File: src/rtl/handshake_sequence_gen.sv
// Burst sequence source: each accepted control token emits LEN values START, START+STEP, ...
// Optional outs_last end-of-burst flag under HANDSHAKE_SEQUENCE_GEN_LAST_EN.
module handshake_sequence_gen #(
    parameter int unsigned DATA_WIDTH = 32,
    parameter int          START      = 0,
    parameter int          STEP       = 1,
    parameter int unsigned LEN        = 1
) (
    input  logic                  clk,
    input  logic                  rst,
    input  logic                  ctrl_valid,
    output logic                  ctrl_ready,
    output logic [DATA_WIDTH-1:0] outs,
    output logic                  outs_valid,
    input  logic                  outs_ready
`ifdef HANDSHAKE_SEQUENCE_GEN_LAST_EN
    ,
    output logic                  outs_last
`endif
);

    localparam int unsigned RemW = (LEN < 2) ? 1 : $clog2(LEN + 1);

    localparam logic [DATA_WIDTH-1:0] StartW = DATA_WIDTH'(START);
    localparam logic [DATA_WIDTH-1:0] StepW  = DATA_WIDTH'(STEP);
    localparam logic [RemW-1:0]       LenW   = RemW'(LEN);
    localparam logic [RemW-1:0]       OneW   = RemW'(1);

    if (LEN < 1) begin : g_bad_len
        $error("handshake_sequence_gen: LEN must be >= 1");
    end

    typedef enum logic [0:0] {StIdle, StEmit} state_e;

    state_e                state_q;
    logic [DATA_WIDTH-1:0] val_q;
    logic [RemW-1:0]       rem_q;
    logic                  last_beat;

    // Final handshake of a burst frees the control port in the same cycle: no bubble.
    assign last_beat  = (state_q == StEmit) && (rem_q == OneW) && outs_ready;
    assign ctrl_ready = (state_q == StIdle) || last_beat;
    assign outs       = val_q;
    assign outs_valid = (state_q == StEmit);

`ifdef HANDSHAKE_SEQUENCE_GEN_LAST_EN
    assign outs_last  = (state_q == StEmit) && (rem_q == OneW);
`endif

    always_ff @(posedge clk or negedge rst) begin
        if (!rst) begin
            state_q <= StIdle;
            val_q   <= '0;
            rem_q   <= '0;
        end else begin
            unique case (state_q)
                StIdle: begin
                    if (ctrl_valid) begin
                        val_q   <= StartW;
                        rem_q   <= LenW;
                        state_q <= StEmit;
                    end
                end
                StEmit: begin
                    if (outs_ready) begin
                        if (rem_q == OneW) begin
                            if (ctrl_valid) begin
                                val_q <= StartW;
                                rem_q <= LenW;
                            end else begin
                                state_q <= StIdle;
                            end
                        end else begin
                            val_q <= val_q + StepW;
                            rem_q <= rem_q - OneW;
                        end
                    end
                end
                default: state_q <= StIdle;
            endcase
        end
    end

endmodule

File: config.mk
export PLATFORM = sky130hd
export DESIGN_NAME = handshake_sequence_gen
export DESIGN_NICKNAME = d
export VERILOG_FILES = /design/src/rtl/handshake_sequence_gen.sv
export SDC_FILE = /design/constraint.sdc
export NUM_CORES = 1
export LEC_CHECK = 0
export BUFFER_PORTS_ARGS = -buffer_cell sky130_fd_sc_hd__buf_2
export CAP_MARGIN = 0
export CELL_PAD_IN_SITES_DETAIL_PLACEMENT = 1
export CELL_PAD_IN_SITES_GLOBAL_PLACEMENT = 1
export CORE_MARGIN = 2
export CORE_UTILIZATION = 36
export DETAILED_ROUTE_END_ITERATION = 8
export PLACE_DENSITY_LB_ADDON = 0.1
export RECOVER_POWER = 50
export SKIP_LAST_GASP = 1
export SYNTH_ARGS = -nofsm -noshare
export SYNTH_HDL_FRONTEND = slang
export SYNTH_SLANG_ARGS = --single-unit
File: constraint.sdc
create_clock -name clk -period 1.9 [get_ports clk]
set_clock_uncertainty 0.1 [all_clocks]
set_input_delay 0 -clock clk [delete_from_list [all_inputs] [get_ports clk]]
set_output_delay 0 -clock clk [all_outputs]
set_load 0.01 [all_outputs]
==> results_dict.tcl, run 1 <==
set metrics [dict create \
    core_area_um2 4817 \
    synthTopCellsByCount "o21ai_0, dfrtp_1, nand2_1" \
    finalSetupTns_ns 0 \
    cts_tree "built" \
    clk_pin_slew_worst_paths_ns 0.07 \
    run_status "complete, no violations" \
    placed_cell_area_um2 2354 \
    async_reset_ff_share_pct 100.0 \
    netlist_instances 206 \
    stdcell_area_um2 2673 \
    drt_iter0_markers 76 \
    p_sw_uw 311.0 \
    startpoint_type "register" \
    pwr-share-clk_pct 44.6 \
    grt_pass1_wl_um 9356 \
    layout_min_cycle_time_ns 1.868 \
    clock.fmax_mhz 535.2 \
    synth-edff-count 0 \
    htree_levels 2 \
    ant_nets 0 \
    combPwrFrac_pct 4.3 \
    relSlewSlack_pct 42.49 \
    yosysSeqAreaShare_pct 46.67 \
    drv_slew 0 \
    first_pass_iters 4 \
    clk_latency_ns 0.28 \
    first_global_vias 1908 \
    yosys_warnings 0 \
    synth_fp_nets 211 \
    antenna_found_initial 0 \
    synth_area_leaders "dfrtp_1, o21ai_0, nand2_1, o31ai_1, nand3_1" \
    totalWireLength_um 6121 \
    root_buffer "clkbuf_8" \
    setup_ws_ns 0.03151 \
    slowest_delay_ns 0.51 \
    pwr-share-seq_pct 51.1 \
    cpMostUsedCell "nand3_2" \
    path_cells "nand3_2 -> nor4_4 -> nand3_2 -> or4_4 -> a21boi_2" \
    fin_crit_sh_pct 98.34 \
    max-clock-path-buffers 2 \
    synth_ff_type "dfrtp_1" \
    finalHoldViolCount 0 \
    io_pins 38 \
    cpMaxStageDelayCell "or4_4" \
    gr-total-overflow 0 \
    vdd_drop_max_mv 0.3036 \
    nNetsFinal 301 \
    grtUsageTotal_pct 21.94 \
    avgSynthCellArea_um2 8.850 \
    syn_area_um2 1823 \
    hold_path_class "input port to asynchronous set/reset pin" \
    cp.arrival_ns 1.99 \
    drc 0 \
    synth_most_common_cell "o21ai_0" \
    die_h_um 75.16 \
    crit_required_ns 2.02 \
    dpl_worst_slack_ns -0.06194 \
    fp.dieW_um 75.16 \
    cts.sinks 34 \
    diodes 0 \
    endpoint_kind "register" \
    place_hpwl_um 3948 \
    tightest_slew_ns 0.8626 \
    power.total_mw 1.421 \
    synth_cell_types 32 \
    rsz0062_at_grt "yes" \
    fp.dieArea_um2 5649 \
    power_density_nw_per_um2 531.7 \
    initial_utilization_pct 37.84 \
    synth_seq_cells 34 \
    p_int_mw 1.110 \
    area_growth_pct 46.60 \
    io_buffers 37 \
    criticalPathCategory "register to register" \
    num_vias 1982 \
    synth_top_cell_by_area "dfrtp_1" \
    rows 25 \
    leakagePower_nw 1.231 \
    setup_viol 0 \
    yosysTopAreaCellShare_pct 46.67 \
    drive_gt1_share_pct 34.01 \
    power.share.switching_pct 21.89 \
    viasPerCell 5.445 \
    maxCapViolations 0 \
    cts_buffers 5 \
    grt_max_degree 35 \
    wire_per_inst_um 16.82 \
    globalplace.congestion 0.7625 \
    worstPathMaxFanout 3 \
]
## metrics by stage
stage,util (%),std cells,hold WS [ns]
detailed placement,48.86,338,0.02754
global placement,48.86,338,0.02511
CTS,52.73,354,0.2649
finish,55.48,364,0.2529
global route,55.48,364,0.3302
floorplan,-,206,-0.3956
## cell usage in the layout, fill, tap and decap left out, drive strengths merged, types with 5 or more instances in the layout
| cell | instances |
|---|---|
| o31ai | 11 |
| inv | 5 |
| dfrtp | 34 |
| nand2 | 24 |
| buf | 72 |
| o21ai | 35 |
| nor2 | 15 |
| nor4 | 6 |
| nand4 | 10 |
| nand3 | 15 |
| a31oi | 7 |
| clkbuf | 25 |
## kinds of logic (layout without fill, tap and decap cells)
kind of cell / after synthesis / after routing / synth area share [%]
AOI/OAI and AO/OA: 68 / 68 / 22.65
adders and majority gates: 1 / 1 / 0.6862
buffers and inverters: 15 / 106 / 3.295
DFF: 34 / 34 / 46.67
muxes: 4 / 4 / 2.196
and+or+nand+nor: 84 / 84 / 24.50
## state kept, by name, summed over array words and instances, names as in the netlist
register / count
outs: 32
outs_valid: 1
rem_q: 1
## critical path: cells and delay by family (launching register included)
family / cells / cell delay [ns]
AND/OR/NAND/NOR: 4 / 1.12
flip-flops: 1 / 0.46
AO/OA/AOI/OAI: 1 / 0.13
## what timing repair did
| action | 4_1_cts | 5_1_grt |
|---|---|---|
| hold buffers | 4 | 0 |
| gates resized for setup | 1 | 20 |
| hold endpoints to repair | 36 | 0 |
| buffers inserted | 4 | 11 |
| pin swaps | 2 | 6 |
| gates cloned | 0 | 0 |
| setup endpoints to repair | 3 | 17 |
## final timing paths
check	start	to	slack, ns	cells after the start
setup / recovery	outs[1]	outs[31]	0.03	5
hold / removal	rst	outs[30]	0.25	2
setup reg to reg	outs[1]	outs[31]	0.03	5
hold reg to reg	outs[13]	outs[13]	0.41	1
max in group asynchronous	rst	outs[0]	0.85	2
min in group clk	outs[13]	outs[13]	0.41	1
## layer usage
metal  track usage (%)  vias up  wire [um]
met5                 0        -          0
met4             5.458        0        115
met3             4.418       10        195
met2             38.40       34       3127
met1             27.79      982       2682
li1                  -      956          -
## power by group through the flow
| stage | clock network (mW) | registers, mW | logic (mW) |
|---|---|---|---|
| 2_1_floorplan | 0 | 0.742 | 0.0185 |
| 3_3_place_gp | 0 | 0.740 | 0.0541 |
| 3_5_place_dp | 0 | 0.740 | 0.0542 |
| 4_1_cts | 0.649 | 0.725 | 0.0613 |
| 5_1_grt | 0.676 | 0.725 | 0.0680 |
| 6_report | 0.634 | 0.726 | 0.0610 |
## cell type report
type,count,area [um2]
clock buffers,8,110.1
multi-input cells,157,1012
fillers,614,2145
well taps,67,83.83
repair buffers,93,595.6
flip-flops and latches,34,852.1
inverters,5,18.77
No activity file was read; power rests on OpenSTA's default activity.
==> run 2: changes to the inputs <==
Settings changed: CELL_PAD_IN_SITES_DETAIL_PLACEMENT 1 to unset, CELL_PAD_IN_SITES_GLOBAL_PLACEMENT 1 to unset, CORE_UTILIZATION 36 to 49, PLACE_DENSITY set to 0.76, PLACE_DENSITY_LB_ADDON 0.1 to unset.
==> results_dict.tcl, run 2 (synthesis results as in run 1) <==
set metrics [dict create \
    relSlewSlack_pct 49.07 \
    drv_slew 0 \
    cts_tree "built" \
    gr-total-overflow 0 \
    wire_per_inst_um 14.74 \
    fp.dieArea_um2 4224 \
    viasPerCell 5.885 \
    run_status "complete, no violations" \
    nNetsFinal 287 \
    cp.arrival_ns 1.97 \
    rsz0062_at_grt "yes" \
    power_density_nw_per_um2 522.3 \
    r2r-end "outs[18]" \
    fin_util_pct 68.42 \
    dpl_worst_slack_ns 0.02616 \
    setup_ws_ns 0.0003213 \
    antenna_found_initial 0 \
    grtUsageTotal_pct 25.19 \
    critical-path-top-delay-family "simple AND/OR/NAND/NOR gates" \
    layout_min_cycle_time_ns 1.900 \
    diodes 0 \
    final_cell_mix "buf_4, dfrtp_1, o21ai_0" \
    drc 0 \
    largest_reg_flops 32 \
    initial_utilization_pct 50.56 \
    io_buffers 37 \
    cts_buffers 5 \
    worstPathMaxFanout 5 \
    multi_input_area_um2 948.4 \
    cpMaxStageDelayCell "dfrtp_1" \
    setup_viol 0 \
    first_pass_iters 5 \
    place_hpwl_um 3374 \
    path_cells "ha_2 -> nand3_2 -> nor4_4 -> buf_4 -> a41oi_1 -> o21ai_1 -> o31ai_1" \
    rrSetupSlack_ns 0.0003 \
    nFillCells 323 \
    fp.dieW_um 65.00 \
    regArea_um2 852.1 \
    core_area_um2 3606 \
    clk_pin_slew_worst_paths_ns 0.07 \
    timing.rr.start "outs[1]" \
    leakagePower_nw 1.141 \
    globalplace.congestion 0.8351 \
    hold_path_class "input port to asynchronous set/reset pin" \
    power.total_mw 1.289 \
    drt_iter0_markers 132 \
    fin_crit_sh_pct 99.98 \
    slowest_delay_ns 0.41 \
    maxCapViolations 0 \
    finalHoldViolCount 0 \
    tightest_slew_ns 0.7640 \
    max-clock-path-buffers 2 \
    rr_worst_depth 7 \
    cp.depth 7 \
    critical_path_buf_inv_count 1 \
    io_pins 38 \
    ant_nets 0 \
    cts.sinks 34 \
    rows 22 \
    grt_pass1_wl_um 8231 \
    endpoint_kind "register" \
    htree_levels 2 \
    area_growth_pct 35.35 \
    die_h_um 65.00 \
    vdd_drop_max_mv 0.3664 \
    final_common_cell "buf_4" \
    grt_max_degree 35 \
    root_buffer "clkbuf_8" \
    clock.fmax_mhz 526.4 \
    clk_latency_ns 0.29 \
    criticalPathCategory "register to register" \
    crit_required_ns 1.97 \
    startpoint_type "register" \
    num_vias 1942 \
    finalSetupTns_ns 0 \
    first_global_vias 1862 \
    drive_gt1_share_pct 30.14 \
    totalWireLength_um 4865 \
]
## run 2: metal layers
metal  routed length (um)  GRT usage (%)  share of wire [%]
met4                   66          7.447                1.4
met5                    0              0                  0
met1                 2135          30.38                 44
met3                  191          6.250                3.9
met2                 2472          44.20                 51
## run 2: area by class of cell
type | instances | area share (%)
Clock buffer | 7 | 3.093
Multi-Input combinational cell | 157 | 38.44
Inverter | 5 | 0.7606
Sequential cell | 34 | 34.53
Tap cell | 48 | 2.434
Timing Repair Buffer | 79 | 20.74
## run 2: where the power goes
group	total, mW	switching, mW	internal [mW]
registers	0.728	0.00235	0.725
clock network	0.507	0.255	0.252
logic	0.0541	0.0386	0.0154
## run 2: worst max path at each step
| stage | startpoint | to | slack, ns |
|---|---|---|---|
| after floorplan | outs[0] | outs[30] | 0.01 |
| after global placement | outs[3] | outs[31] | 0.08 |
| after detailed placement | outs[8] | outs[31] | 0.03 |
| after CTS | outs[1] | outs[18] | 0.03 |
| after global routing | outs[1] | outs[18] | -0.1 |
| final | outs[1] | outs[18] | 0.0003 |
## run 2: timing repair
action / in CTS / in global routing
hold endpoints to repair: 36 / 0
pin swaps: 1 / 7
buffers inserted: 2 / 4
endpoints found under the setup margin: 1 / 27
hold buffers: 4 / 0
resized for setup: 0 / 13
## run 2: stage by stage
stage,instances,area [um2],hold slack (ns)
3_3_place_gp,313,2285,0.01724
6_report,330,2467,0.2248
3_5_place_dp,313,2285,0.01521
4_1_cts,326,2416,0.2369
5_1_grt,330,2467,0.2950
2_1_floorplan,206,1828,-0.3956
